--- src/rtl/adder_accumulate_sequencer.sv ---
// rtl/adder_accumulate_sequencer.sv - operand sequencer that accumulates a frame through an external 4-bit adder
module adder_accumulate_sequencer #(
  parameter int SETTLE_CYCLES = 8,
  parameter int COUNT_W       = 8
) (
  input  logic               clk,
  input  logic               rst_n,
  input  logic               in_valid,
  output logic               in_ready,
  input  logic [3:0]         in_data,
  input  logic               in_last,
  output logic [3:0]         add_a,
  output logic [3:0]         add_b,
  input  logic [3:0]         add_sum,
  input  logic               add_carryout,
  input  logic               add_overflow,
  output logic               out_valid,
  input  logic               out_ready,
  output logic [3:0]         out_sum,
  output logic               out_carry,
  output logic               out_overflow,
  output logic [COUNT_W-1:0] out_count
);

  localparam logic [1:0] IDLE   = 2'd0;
  localparam logic [1:0] SETTLE = 2'd1;
  localparam logic [1:0] DONE   = 2'd2;
  localparam logic [7:0] SETTLE_INIT = 8'(SETTLE_CYCLES - 1);

  logic [1:0]         state_q, state_d;
  logic [3:0]         acc_q, acc_d;
  logic               carry_q, carry_d;
  logic               ovf_q, ovf_d;
  logic [COUNT_W-1:0] cnt_q, cnt_d;
  logic               last_q, last_d;
  logic [7:0]         settle_q, settle_d;
  logic [3:0]         add_a_q, add_a_d;
  logic [3:0]         add_b_q, add_b_d;
  // Holds in_ready low until the first edge after reset release.
  logic               live_q;

  always_comb begin
    state_d  = state_q;
    acc_d    = acc_q;
    carry_d  = carry_q;
    ovf_d    = ovf_q;
    cnt_d    = cnt_q;
    last_d   = last_q;
    settle_d = settle_q;
    add_a_d  = add_a_q;
    add_b_d  = add_b_q;
    case (state_q)
      IDLE: begin
        if (in_valid && live_q) begin
          add_a_d  = acc_q;
          add_b_d  = in_data;
          last_d   = in_last;
          settle_d = SETTLE_INIT;
          state_d  = SETTLE;
        end
      end
      SETTLE: begin
        if (settle_q != 8'd0) begin
          settle_d = settle_q - 8'd1;
        end else begin
          acc_d   = add_sum;
          carry_d = carry_q | add_carryout;
          ovf_d   = ovf_q | add_overflow;
          cnt_d   = (&cnt_q) ? cnt_q : cnt_q + COUNT_W'(1);
          state_d = last_q ? DONE : IDLE;
        end
      end
      DONE: begin
        if (out_ready) begin
          acc_d   = 4'd0;
          carry_d = 1'b0;
          ovf_d   = 1'b0;
          cnt_d   = '0;
          state_d = IDLE;
        end
      end
      default: state_d = IDLE;
    endcase
  end

  always_ff @(posedge clk or negedge rst_n) begin
    if (!rst_n) begin
      state_q  <= IDLE;
      acc_q    <= 4'd0;
      carry_q  <= 1'b0;
      ovf_q    <= 1'b0;
      cnt_q    <= '0;
      last_q   <= 1'b0;
      settle_q <= 8'd0;
      add_a_q  <= 4'd0;
      add_b_q  <= 4'd0;
      live_q   <= 1'b0;
    end else begin
      state_q  <= state_d;
      acc_q    <= acc_d;
      carry_q  <= carry_d;
      ovf_q    <= ovf_d;
      cnt_q    <= cnt_d;
      last_q   <= last_d;
      settle_q <= settle_d;
      add_a_q  <= add_a_d;
      add_b_q  <= add_b_d;
      live_q   <= 1'b1;
    end
  end

  assign in_ready     = (state_q == IDLE) && live_q;
  assign out_valid    = (state_q == DONE);
  assign add_a        = add_a_q;
  assign add_b        = add_b_q;
  assign out_sum      = acc_q;
  assign out_carry    = carry_q;
  assign out_overflow = ovf_q;
  assign out_count    = cnt_q;

endmodule

--- config.mk ---
export PLATFORM = sky130hd
export DESIGN_NAME = adder_accumulate_sequencer
export DESIGN_NICKNAME = d
export VERILOG_FILES = /design/src/rtl/adder_accumulate_sequencer.sv
export SDC_FILE = /design/constraint.sdc
export NUM_CORES = 1
export LEC_CHECK = 0
export BUFFER_PORTS_ARGS = -buffer_cell sky130_fd_sc_hd__buf_2
export CORE_UTILIZATION = 45
export CTS_BUF_LIST = sky130_fd_sc_hd__clkbuf_16
export DETAILED_ROUTE_END_ITERATION = 10
export GPL_ROUTABILITY_DRIVEN = 1
export GPL_TIMING_DRIVEN = 0
export HOLD_SLACK_MARGIN = 0.15
export PLACE_DENSITY = 0.76
export SLEW_MARGIN = 10
export SYNTH_ARGS = -nofsm -noshare
export SYNTH_HDL_FRONTEND = slang
export SYNTH_SLANG_ARGS = --single-unit
--- constraint.sdc ---
create_clock -name clk -period 4.08 [get_ports clk]
set_clock_uncertainty 0.05 [all_clocks]
set_input_delay 1.02 -clock clk [delete_from_list [all_inputs] [get_ports clk]]
set_output_delay 1.02 -clock clk [all_outputs]
set_load 0.02 [all_outputs]
Word level (Yosys, flattened, before mapping)
Cells that the tools add are included.
{"block": "totals", "ff_bits": 34, "latch_bits": 0, "ram_bits": 0, "romBits": 0, "in_bits": 15, "word_cells": 53, "memories": 0}
{"block": "op_classes", "addsub": 2, "mul": 0, "div_mod_pow": 0, "order_cmp": 0, "n_eq_ne": 7, "n_shift": 0, "n_mux": 20, "n_bitwise": 2, "n_reduce_logical": 12}
{"op": "$mux 8", "n": 5}
{"op": "$pmux 8 s2", "n": 2}
{"op": "$reduce_and 3->1", "n": 3}
{"op": "$add 8x1->8 const B", "n": 1}
{"op": "$mux 2", "n": 4}
{"op": "$mux 4", "n": 2}
{"op": "$ne 2x2->1 const B", "n": 4}
{"op": "$pmux 4 s2", "n": 1}
{"op": "$reduce_and 8->1", "n": 1}
{"op": "$reduce_bool 8->1", "n": 1}
{"op": "$sub 8x1->8 const B", "n": 1}
{"op": "$pmux 2 s3", "n": 1}
{"op": "$pmux 1 s2", "n": 2}
{"op": "$reduce_and 4->1", "n": 1}
{"op": "$reduce_bool 2->1", "n": 2}
{"op": "$mux 1", "n": 3}
{"op": "$eq 2x1->1 const B", "n": 1}
{"op": "$eq 2x2->1 const B", "n": 1}
{"op": "$logic_and 1x1->1", "n": 2}
{"op": "$logic_not 2->1", "n": 1}
{"op": "$ne 2x1->1 const B", "n": 1}
{"op": "$or 1x1->1", "n": 2}
{"op": "$reduce_and 2->1", "n": 1}

Depth between registers and ports, before layout
Gate-level depths: netlist of the first run.
{"block": "logic_depth", "depth_word": 4, "depth_mapped": 6, "ltp_nobuf": 6}

Worst setup path before layout of the first run
OpenSTA, ideal clock, no wires.
{"block": "synth_path", "kind": "flip-flop to output port", "start": "register state_q[1]", "end": "output in_ready", "arrival_time_ns": 1.007, "t_required_ns": 3.010, "path_slack_ns": 2.003, "path_stages_with_launch": 2, "n_path_buf": 0, "cell_sequence": "dfrtp_1 -> nor3b_1"}
{"block": "synth_via", "elab_chain_len": 2}
{"element": "start: declaration", "line": "30", "rtl": "logic [1:0] state_q, state_d;"}
{"element": "start signal: assignment", "line": "99", "rtl": "state_q <= state_d;"}
{"element": "$logic_not 2->1", "line": "112", "rtl": "assign in_ready = (state_q == IDLE) && live_q;"}
{"element": "$logic_and 1x1->1", "line": "112"}
{"element": "end: declaration", "line": "9", "rtl": "output logic in_ready,"}
No other way between the ends.

Worst setup path after layout of the first run
{"block": "layout_path", "start": "register state_q[0]", "end": "output out_valid"}
{"block": "layout_via", "elab_chain_len": 1}
{"element": "$eq 2x2->1", "line": "113", "rtl": "assign out_valid = (state_q == DONE);"}
{"element": "end: declaration", "line": "17", "rtl": "output logic out_valid,"}
No other way between the ends.

==> impl_metrics.py, run 1 <==
metrics = {
    "placement": {
        "gp_congestion": 0.802,
        "pre_cts_ws_ns": 1.96,
        "hpwlAfterDp_um": 2530,
        "place_area_mm2": 0.00193,
        "io_buffer_count": 38,
        "dpl.cell_count": 255,
    },
    "sta": {
        "hold_violations": 0,
        "worst_slew_pin_slew_ns": 0.749,
        "finalCriticalPeriod_ns": 2.45,
        "setup_viol": 0,
        "fin_setup_tns_ns": 0,
        "setup_slack_ns": 1.63,
        "max_freq_mhz": 409,
        "slew_headroom_pct": 50.1,
        "layout_worst_path_cycle_share_pct": 60.0,
        "rsz0062_at_grt": "false",
        "slew_violations": 0,
    },
    "drt": {
        "vias": 1447,
        "firstDrtPassIters": 4,
        "drc_errors": 0,
        "wl_per_cell_um": 14.5,
        "routed_wl_um": 3810,
        "drt_iter0_drc": 93,
        "via_per_inst": 5.50,
        "antenna_left": 0,
    },
    "global_route": {
        "grt_usage_pct": 22.1,
        "grt_pass1_wl_um": 6650,
        "grt_pass1_vias": 1357,
        "antenna_found_initial": 0,
        "grt_overflow_total": 0,
        "grt_max_degree": 35,
    },
    "logic_synthesis": {
        "synth_area_leader_cell": "dfrtp_1",
        "async_flop_share_pct": 100,
        "seq_area_frac_synth_pct": 50.6,
        "synthTopCellsByCount": "nand2_1, dfrtp_1, nand3_1, nor2_1, nor3_1",
        "syn_area_mm2": 0.00168,
        "yosys-top-cells-area": "dfrtp_1, nand2_1, nand3_1",
        "ys_types": 42,
        "yosysMostFrequentCell": "nand2_1",
        "ys_seq_elements": 34,
        "netlist.area_leader.share_pct": 50.6,
        "synthFlopType": "dfrtp_1",
        "synth_warnings": 0,
        "syn_avg_cell_area_um2": 9.83,
        "postSynthCellCount": 171,
        "syn-num-nets": 189,
        "synth-edff-count": 0,
    },
    "cts": {
        "htreeDepth": 2,
        "cts_buffers": 5,
        "cts_setup_buffers": 0,
        "cts_resized": 0,
        "hold_buffers": 0,
        "clock_path_buffers": 2,
        "cts_num_sinks": 34,
        "clock_latency_ns": 0.28,
        "cts_tree": "done",
        "cts_root_buf": "clkbuf_16",
        "path_clk_slew_ns": 0.05,
    },
    "floorplan": {
        "die_height_um": 63.1,
        "die_x_um": 63.1,
        "initial_core_util_pct": 48.5,
        "num_rows": 21,
        "dieArea_mm2": 0.00399,
        "core-area_mm2": 0.00347,
        "ios": 39,
    },
    "outcome": {
        "status": "finished, final reports clean",
    },
    "power_and_ir_drop": {
        "powerDensity_mw_per_mm2": 795,
        "ir_worst_vdd_v": 0.000397,
        "leakage_nw": 1.03,
    },
    "worst_setup_path": {
        "worst-setup-path-type": "reg -> out",
        "startpoint_type": "register",
        "worst_ep_required_time_ns": 3.01,
        "critPathCaptureType": "output port",
        "worst-path-max-fanout": 8,
        "arrival_ns": 1.38,
    },
    "cells_and_area": {
        "nNetsFinal": 234,
        "register_area_um2": 851,
        "n_antenna_cell": 0,
        "fill_cells": 316,
        "final_layout_size_suffix_gt1_share_pct": 26.7,
        "multiInputGateArea_um2": 795,
        "final_cells": 263,
        "final_area_mm2": 0.00209,
        "area_delta_synth_final_pct": 24.6,
    },
    "worst_hold_path": {
        "min_path_type": "reg -> reg",
    },
    "job": {
        "max_cap_viol_count": 0,
    },
}
-- through the flow --
step | utilization [%] | power, mW | hold WS [ns]
after floorplan | - | 1.05 | 0.396
after global placement | 55.6 | 1.23 | 0.403
after detailed placement | 55.6 | 1.24 | 0.410
after CTS | 60.4 | 1.68 | 0.423
after global routing | 60.4 | 1.79 | 0.442
final | 60.4 | 1.67 | 0.421
-- sequential cells by signal, summed over array words and instances (netlist names) --
name,cells
settle_q,8
out_carry,1
out_overflow,1
out_sum,4
last_q,1
add_a,4
out_count,8
state_q,2
live_q,1
add_b,4
-- area by class of cell --
type / instances / share of cell area, %
well taps: 46 / 2.75
flip-flops and latches: 34 / 40.6
plain buffers: 5 / 1.02
clock buffers: 5 / 5.97
multi-input cells: 128 / 37.9
clock inverters: 3 / 1.91
repair buffers: 38 / 9.08
inverters: 4 / 0.717
-- placed cells by master, fill, tap and decap left out, drive strengths merged, types with 4 or more instances in the layout --
| master | count |
|---|---|
| clkbuf | 8 |
| a211o | 5 |
| a21oi | 4 |
| nor3 | 9 |
| dfrtp | 34 |
| nand3 | 11 |
| nor2 | 10 |
| nand2 | 39 |
| buf | 40 |
| xor2 | 4 |
-- logic make-up after synthesis --
group / after synthesis / share of synthesized area [%]
AO/OA/AOI/OAI: 29 / 13.8
XOR/XNOR: 4 / 2.08
adder cells (fa/ha/maj): 3 / 2.23
buffers and inverters: 9 / 2.16
flip-flops: 34 / 50.6
other: 1 / 0.223
AND/OR/NAND/NOR: 91 / 28.9
-- critical path: stages (launching register included) --
cell and delay, ns:
dfrtp_1 0.37, nand2b_1 0.22, clkinv_1 0.27, buf_2 0.24
-- path summary, 6_finish.rpt --
kind	startpoint	endpoint	slack (ns)	cells past startpoint
setup / recovery	state_q[0]	out_valid	1.63	3
min in group asynchronous	rst_n	last_q	0.76	1
hold / removal	add_b[0]	add_b[0]	0.42	2
hold reg to reg	add_b[0]	add_b[0]	0.42	2
setup reg to reg	settle_q[0]	out_count[6]	2.12	6
max in group asynchronous	rst_n	out_count[3]	2.74	1
-- per-layer routing --
layer  share of wire, %  wire length [um]  global-route usage (%)  vias up
met3                5.2               198                    6.88        6
li1                   -                 -                       -      699
met5                  0                 0                       0        -
met2                 49              1860                    33.7       47
met1                 45              1700                    29.3      695
met4                1.3                50                    8.14        0
-- power breakdown --
group / internal [mW] / switching (mW)
Sequential: 0.470 / 0.138
Combinational: 0.236 / 0.400
Clock: 0.285 / 0.136
Power figures use the tool's default switching activity.
==> run 2, diff against run 1 <==
Settings changed: ABC_AREA set to 1, PLACE_DENSITY 0.76 to 0.77.
Clock period 4.08 ns to 2.05 ns, I/O delays scaled along.
==> run 2 against run 1 <==
Effect of this change:
- synthesized cell count grew 43%
- final area grew 9.3%
- clock power grew 97%
- count of clock-buffer cells in the layout is the same
- critical path type unchanged
- largest power group unchanged
==> impl_metrics.py, run 2 <==
metrics = {
    "outcome": {
        "status": "finished, final reports clean",
    },
    "logic_synthesis": {
        "ys_seq_elements": 34,
        "syn_avg_cell_area_um2": 7.64,
        "synthFlopType": "dfrtp_1",
        "synth-edff-count": 0,
        "postSynthCellCount": 245,
        "yosys-top-cells-area": "dfrtp_1, nand2_1, nor2_1",
        "ys_types": 29,
        "syn_area_mm2": 0.00187,
        "syn-num-nets": 263,
        "synthTopCellsByCount": "nand2_1, dfrtp_1, nor2_1",
        "seq_area_frac_synth_pct": 45.5,
        "yosysMostFrequentCell": "nand2_1",
        "synth_area_leader_cell": "dfrtp_1",
        "async_flop_share_pct": 100,
        "synth_warnings": 0,
        "netlist.area_leader.share_pct": 45.5,
    },
    "cts": {
        "clock_path_buffers": 2,
        "cts_resized": 0,
        "hold_buffers": 0,
        "cts_root_buf": "clkbuf_16",
        "htreeDepth": 2,
        "path_clk_slew_ns": 0.05,
        "cts_setup_buffers": 0,
        "cts_num_sinks": 34,
        "clock_latency_ns": 0.28,
        "cts_tree": "done",
        "cts_buffers": 5,
    },
    "drt": {
        "firstDrtPassIters": 4,
        "via_per_inst": 4.78,
        "vias": 1630,
        "wl_per_cell_um": 11.0,
        "drc_errors": 0,
        "antenna_left": 0,
        "routed_wl_um": 3740,
        "drt_iter0_drc": 69,
    },
    "sta": {
        "finalCriticalPeriod_ns": 1.91,
        "rsz0062_at_grt": "false",
        "whs_ns": 0.254,
        "setup_viol": 0,
        "slew_headroom_pct": 49.9,
        "hold_violations": 0,
        "fin_setup_tns_ns": 0,
        "layout_worst_path_cycle_share_pct": 93.1,
        "max_freq_mhz": 524,
        "slew_violations": 0,
        "worst_slew_pin_slew_ns": 0.752,
    },
    "cells_and_area": {
        "n_antenna_cell": 0,
        "mostFrequentLayoutCells": "nand2_1, buf_2, dfrtp_1, nor2_1, inv_1",
        "nNetsFinal": 308,
        "mostFrequentLayoutCell": "nand2_1",
        "area_delta_synth_final_pct": 22.3,
        "final_area_mm2": 0.00229,
        "final_layout_size_suffix_gt1_share_pct": 25.1,
    },
    "worst_setup_path": {
        "worst-setup-path-type": "reg -> out",
        "worst_path_max_delay_cell": "dfrtp_1",
        "cp_slowest_stage_delay_ns": 0.43,
        "startpoint_type": "register",
        "arrival_ns": 1.35,
        "crit_top_cell": "buf_2",
        "worst-path-max-fanout": 10,
        "critPathCaptureType": "output port",
        "worst_ep_required_time_ns": 1.49,
        "path_cells": "nor2_4, buf_2, buf_2",
    },
    "global_route": {
        "antenna_found_initial": 0,
        "grt_usage_pct": 18.5,
        "grt_overflow_total": 0,
        "grt_pass1_wl_um": 6040,
        "grt_max_degree": 35,
        "grt_pass1_vias": 1412,
    },
    "power_and_ir_drop": {
        "ir_worst_vdd_v": 0.000819,
        "powerDensity_mw_per_mm2": 1710,
        "total_power_mw": 3.92,
        "leakage_nw": 1.25,
    },
    "floorplan": {
        "die_height_um": 66.5,
        "num_rows": 23,
        "initial_core_util_pct": 46.8,
        "die_x_um": 66.5,
        "ios": 39,
        "core-area_mm2": 0.00400,
        "dieArea_mm2": 0.00442,
    },
    "job": {
        "max_cap_viol_count": 0,
    },
    "placement": {
        "hpwlAfterDp_um": 2680,
        "gp_congestion": 0.810,
        "place_area_mm2": 0.00212,
        "io_buffer_count": 38,
    },
    "worst_hold_path": {
        "min_path_type": "in -> async",
    },
}
## run 2: cell count changes after synthesis, sizes merged, moves of 5 or more
cell	delta
nand2	+67
inv	+21
nor2	+20
o21ai	+8
nor3	-7
a211o	-5
nand3	+5
nand3b	+5
## run 2: area by class of cell
cell class                 count  area (um^2)
buffer                         3         31.3
clock buffer                   5          125
clock inverter                 3         40.0
fill                         389         1710
inverter                      24         95.1
multi-input combinational    184          895
sequential                    34          851
tap                           50         62.6
timing repair buffer          38          190
## run 2: cell families (layout without fill, tap and decap cells)
kind of cell | after synthesis | in the layout | share of synthesized area [%]
compound gates | 16 | 16 | 5.62
buf+inv | 27 | 73 | 6.75
simple gates | 161 | 161 | 38.6
flops | 34 | 34 | 45.5
xor+xnor | 3 | 3 | 1.40
other cells | 1 | 1 | 0.200
fa+ha+maj | 3 | 3 | 2.01
## run 2: per-stage QoR
| step | utilization (%) | instances | setup slack [ns] |
|---|---|---|---|
| 2_1_floorplan | - | 245 | 0.555 |
| 3_3_place_gp | 53.1 | 333 | 0.454 |
| 3_5_place_dp | 53.1 | 333 | 0.446 |
| 4_1_cts | 57.2 | 341 | 0.136 |
| 5_1_grt | 57.2 | 341 | 0.0654 |
| 6_report | 57.2 | 341 | 0.141 |
## run 2: critical path, delay by kind of cell, from the launching register on
kind,cells,cell delay (ns)
buffers and inverters,2,0.45
AND/OR/NAND/NOR,1,0.19
flip-flops,1,0.43
## run 2: worst paths after layout
path / start / to / slack, ns / cells after the start
max: state_q[0] / out_valid / 0.14 / 3
min: rst_n / add_a[2] / 0.25 / 1
max reg2reg: out_count[0] / out_count[0] / 0.48 / 9
min reg2reg: add_b[1] / add_b[1] / 0.43 / 2
max in group asynchronous: rst_n / out_count[5] / 1.22 / 1
min in group clk: in_data[0] / add_b[0] / 0.38 / 3
## run 2: metal layers
layer,track usage [%],wire length (um)
met1,22.4,1730
met2,30.5,1840
met3,5.14,102
met4,8.24,64
met5,0,0
## run 2: report_power, final
part,switching [mW],internal [mW],total [mW]
combinational,1.26,0.645,1.91
sequential,0.222,0.953,1.18
clock,0.265,0.568,0.833
total,1.75,2.17,3.92
==> run 3, diff against run 2 <==
Settings changed: RECOVER_POWER set to 25.
==> run 3 against run 2 <==
Effect of this change:
- combinational power about the same
- worst setup slack hardly changed
- routed wire length about the same
- hold slack improved by 0.029 ns
- first-iteration DRC count unchanged
- register-to-register slack about the same
- sequential share of layout area is the same
- sequential power about the same
- sequential cell count did not move
==> impl_metrics.py, run 3 (same netlist as run 2, synthesis figures left out) <==
metrics = {
    "placement": {
        "dpl.cell_count": 333,
        "gp_congestion": 0.810,
        "pre_cts_ws_ns": 0.446,
        "hpwlAfterDp_um": 2680,
        "io_buffer_count": 38,
        "place_area_mm2": 0.00212,
    },
    "drt": {
        "antenna_left": 0,
        "firstDrtPassIters": 4,
        "routed_wl_um": 3740,
        "drc_errors": 0,
        "via_per_inst": 4.78,
        "wl_per_cell_um": 11.0,
        "drt_iter0_drc": 69,
        "vias": 1630,
    },
    "power_and_ir_drop": {
        "ir_worst_vdd_v": 0.000819,
        "powerDensity_mw_per_mm2": 1710,
        "leakage_nw": 1.26,
    },
    "cells_and_area": {
        "final_layout_size_suffix_gt1_share_pct": 25.1,
        "final_cells": 341,
        "mostFrequentLayoutCells": "nand2_1, buf_2, dfrtp_1, nor2_1, inv_1",
        "n_antenna_cell": 0,
        "area_delta_synth_final_pct": 22.3,
        "final_area_mm2": 0.00229,
        "nNetsFinal": 308,
        "mostFrequentLayoutCell": "nand2_1",
    },
    "worst_setup_path": {
        "crit_top_cell": "buf_2",
        "worst-setup-path-type": "reg -> out",
        "startpoint": "state_q[0]",
        "timing.rr.end": "out_count[0]",
        "worstReg2RegStart": "out_count[0]",
        "path_cells": "nor2_4, buf_2, buf_2",
        "reg2reg_slack_ns": 0.48,
        "crit_end": "out_valid",
        "cp_slowest_stage_delay_ns": 0.43,
        "worst-path-max-fanout": 10,
        "critPathCaptureType": "output port",
        "worst_path_max_delay_cell": "dfrtp_1",
        "arrival_ns": 1.35,
        "r2r_cells": 9,
        "worst_ep_required_time_ns": 1.49,
        "startpoint_type": "register",
    },
    "cts": {
        "cts_setup_buffers": 0,
        "htreeDepth": 2,
        "cts_resized": 0,
        "clock_latency_ns": 0.28,
        "cts_root_buf": "clkbuf_16",
        "hold_buffers": 0,
        "path_clk_slew_ns": 0.05,
        "cts_num_sinks": 34,
        "cts_tree": "done",
        "clock_path_buffers": 2,
        "cts_buffers": 5,
    },
    "floorplan": {
        "core-area_mm2": 0.00400,
        "dieArea_mm2": 0.00442,
        "die_x_um": 66.5,
        "initial_core_util_pct": 46.8,
        "ios": 39,
        "die_height_um": 66.5,
        "num_rows": 23,
    },
    "sta": {
        "layout_worst_path_cycle_share_pct": 93.1,
        "slew_violations": 0,
        "setup_slack_ns": 0.141,
        "finalCriticalPeriod_ns": 1.91,
        "fin_setup_tns_ns": 0,
        "hold_violations": 0,
        "rsz0062_at_grt": "false",
        "whs_ns": 0.282,
        "max_freq_mhz": 524,
        "slew_headroom_pct": 43.9,
        "setup_viol": 0,
        "worst_slew_pin_slew_ns": 0.841,
    },
    "global_route": {
        "grt_max_degree": 35,
        "antenna_found_initial": 0,
        "grt_pass1_wl_um": 6040,
        "grt_overflow_total": 0,
        "grt_usage_pct": 18.5,
        "grt_pass1_vias": 1412,
    },
    "outcome": {
        "status": "finished, final reports clean",
    },
    "worst_hold_path": {
        "min_path_type": "in -> async",
    },
    "job": {
        "max_cap_viol_count": 0,
    },
}
## run 3: cell type report
type	instances	area, um^2
Buffer	3	31.3
Clock buffer	5	125
Clock inverter	3	40.0
Fill cell	389	1710
Inverter	24	95.1
Multi-Input combinational cell	184	895
Sequential cell	34	851
Tap cell	50	62.6
Timing Repair Buffer	38	190
## run 3: stage by stage
step,power (mW),utilization [%]
final,3.92,57.2
after global routing,4.25,57.2
after CTS,3.95,57.2
after detailed placement,3.09,53.1
after global placement,3.04,53.1
after floorplan,2.61,-
## run 3: critical path, delay by kind of cell (launching register included)
| kind | cells | cell delay (ns) |
|---|---|---|
| AND/OR/NAND/NOR | 1 | 0.19 |
| flip-flops | 1 | 0.43 |
| buffers and inverters | 2 | 0.45 |
## run 3: worst min-delay path by stage
stage,from,endpoint,slack (ns),cells past startpoint
floorplan,rst_n,add_a[0],0.17,0
global placement,add_a[2],add_a[2],0.41,2
detailed placement,add_a[1],add_a[1],0.41,2
CTS,rst_n,add_a[3],0.29,1
global route,rst_n,out_carry,0.36,1
finish,rst_n,add_a[2],0.28,1
## run 3: power breakdown
part	internal, mW	switching (mW)
Clock	0.568	0.265
Sequential	0.953	0.222
Combinational	0.645	1.26
## run 3: per-layer routing
metal  share of wire [%]  GRT usage [%]  up-vias
met5                   0              0        -
met4                 1.7           8.24        0
met3                 2.7           5.14        6
met2                  49           30.5       29
met1                  46           22.4      747
li1                    -              -      848
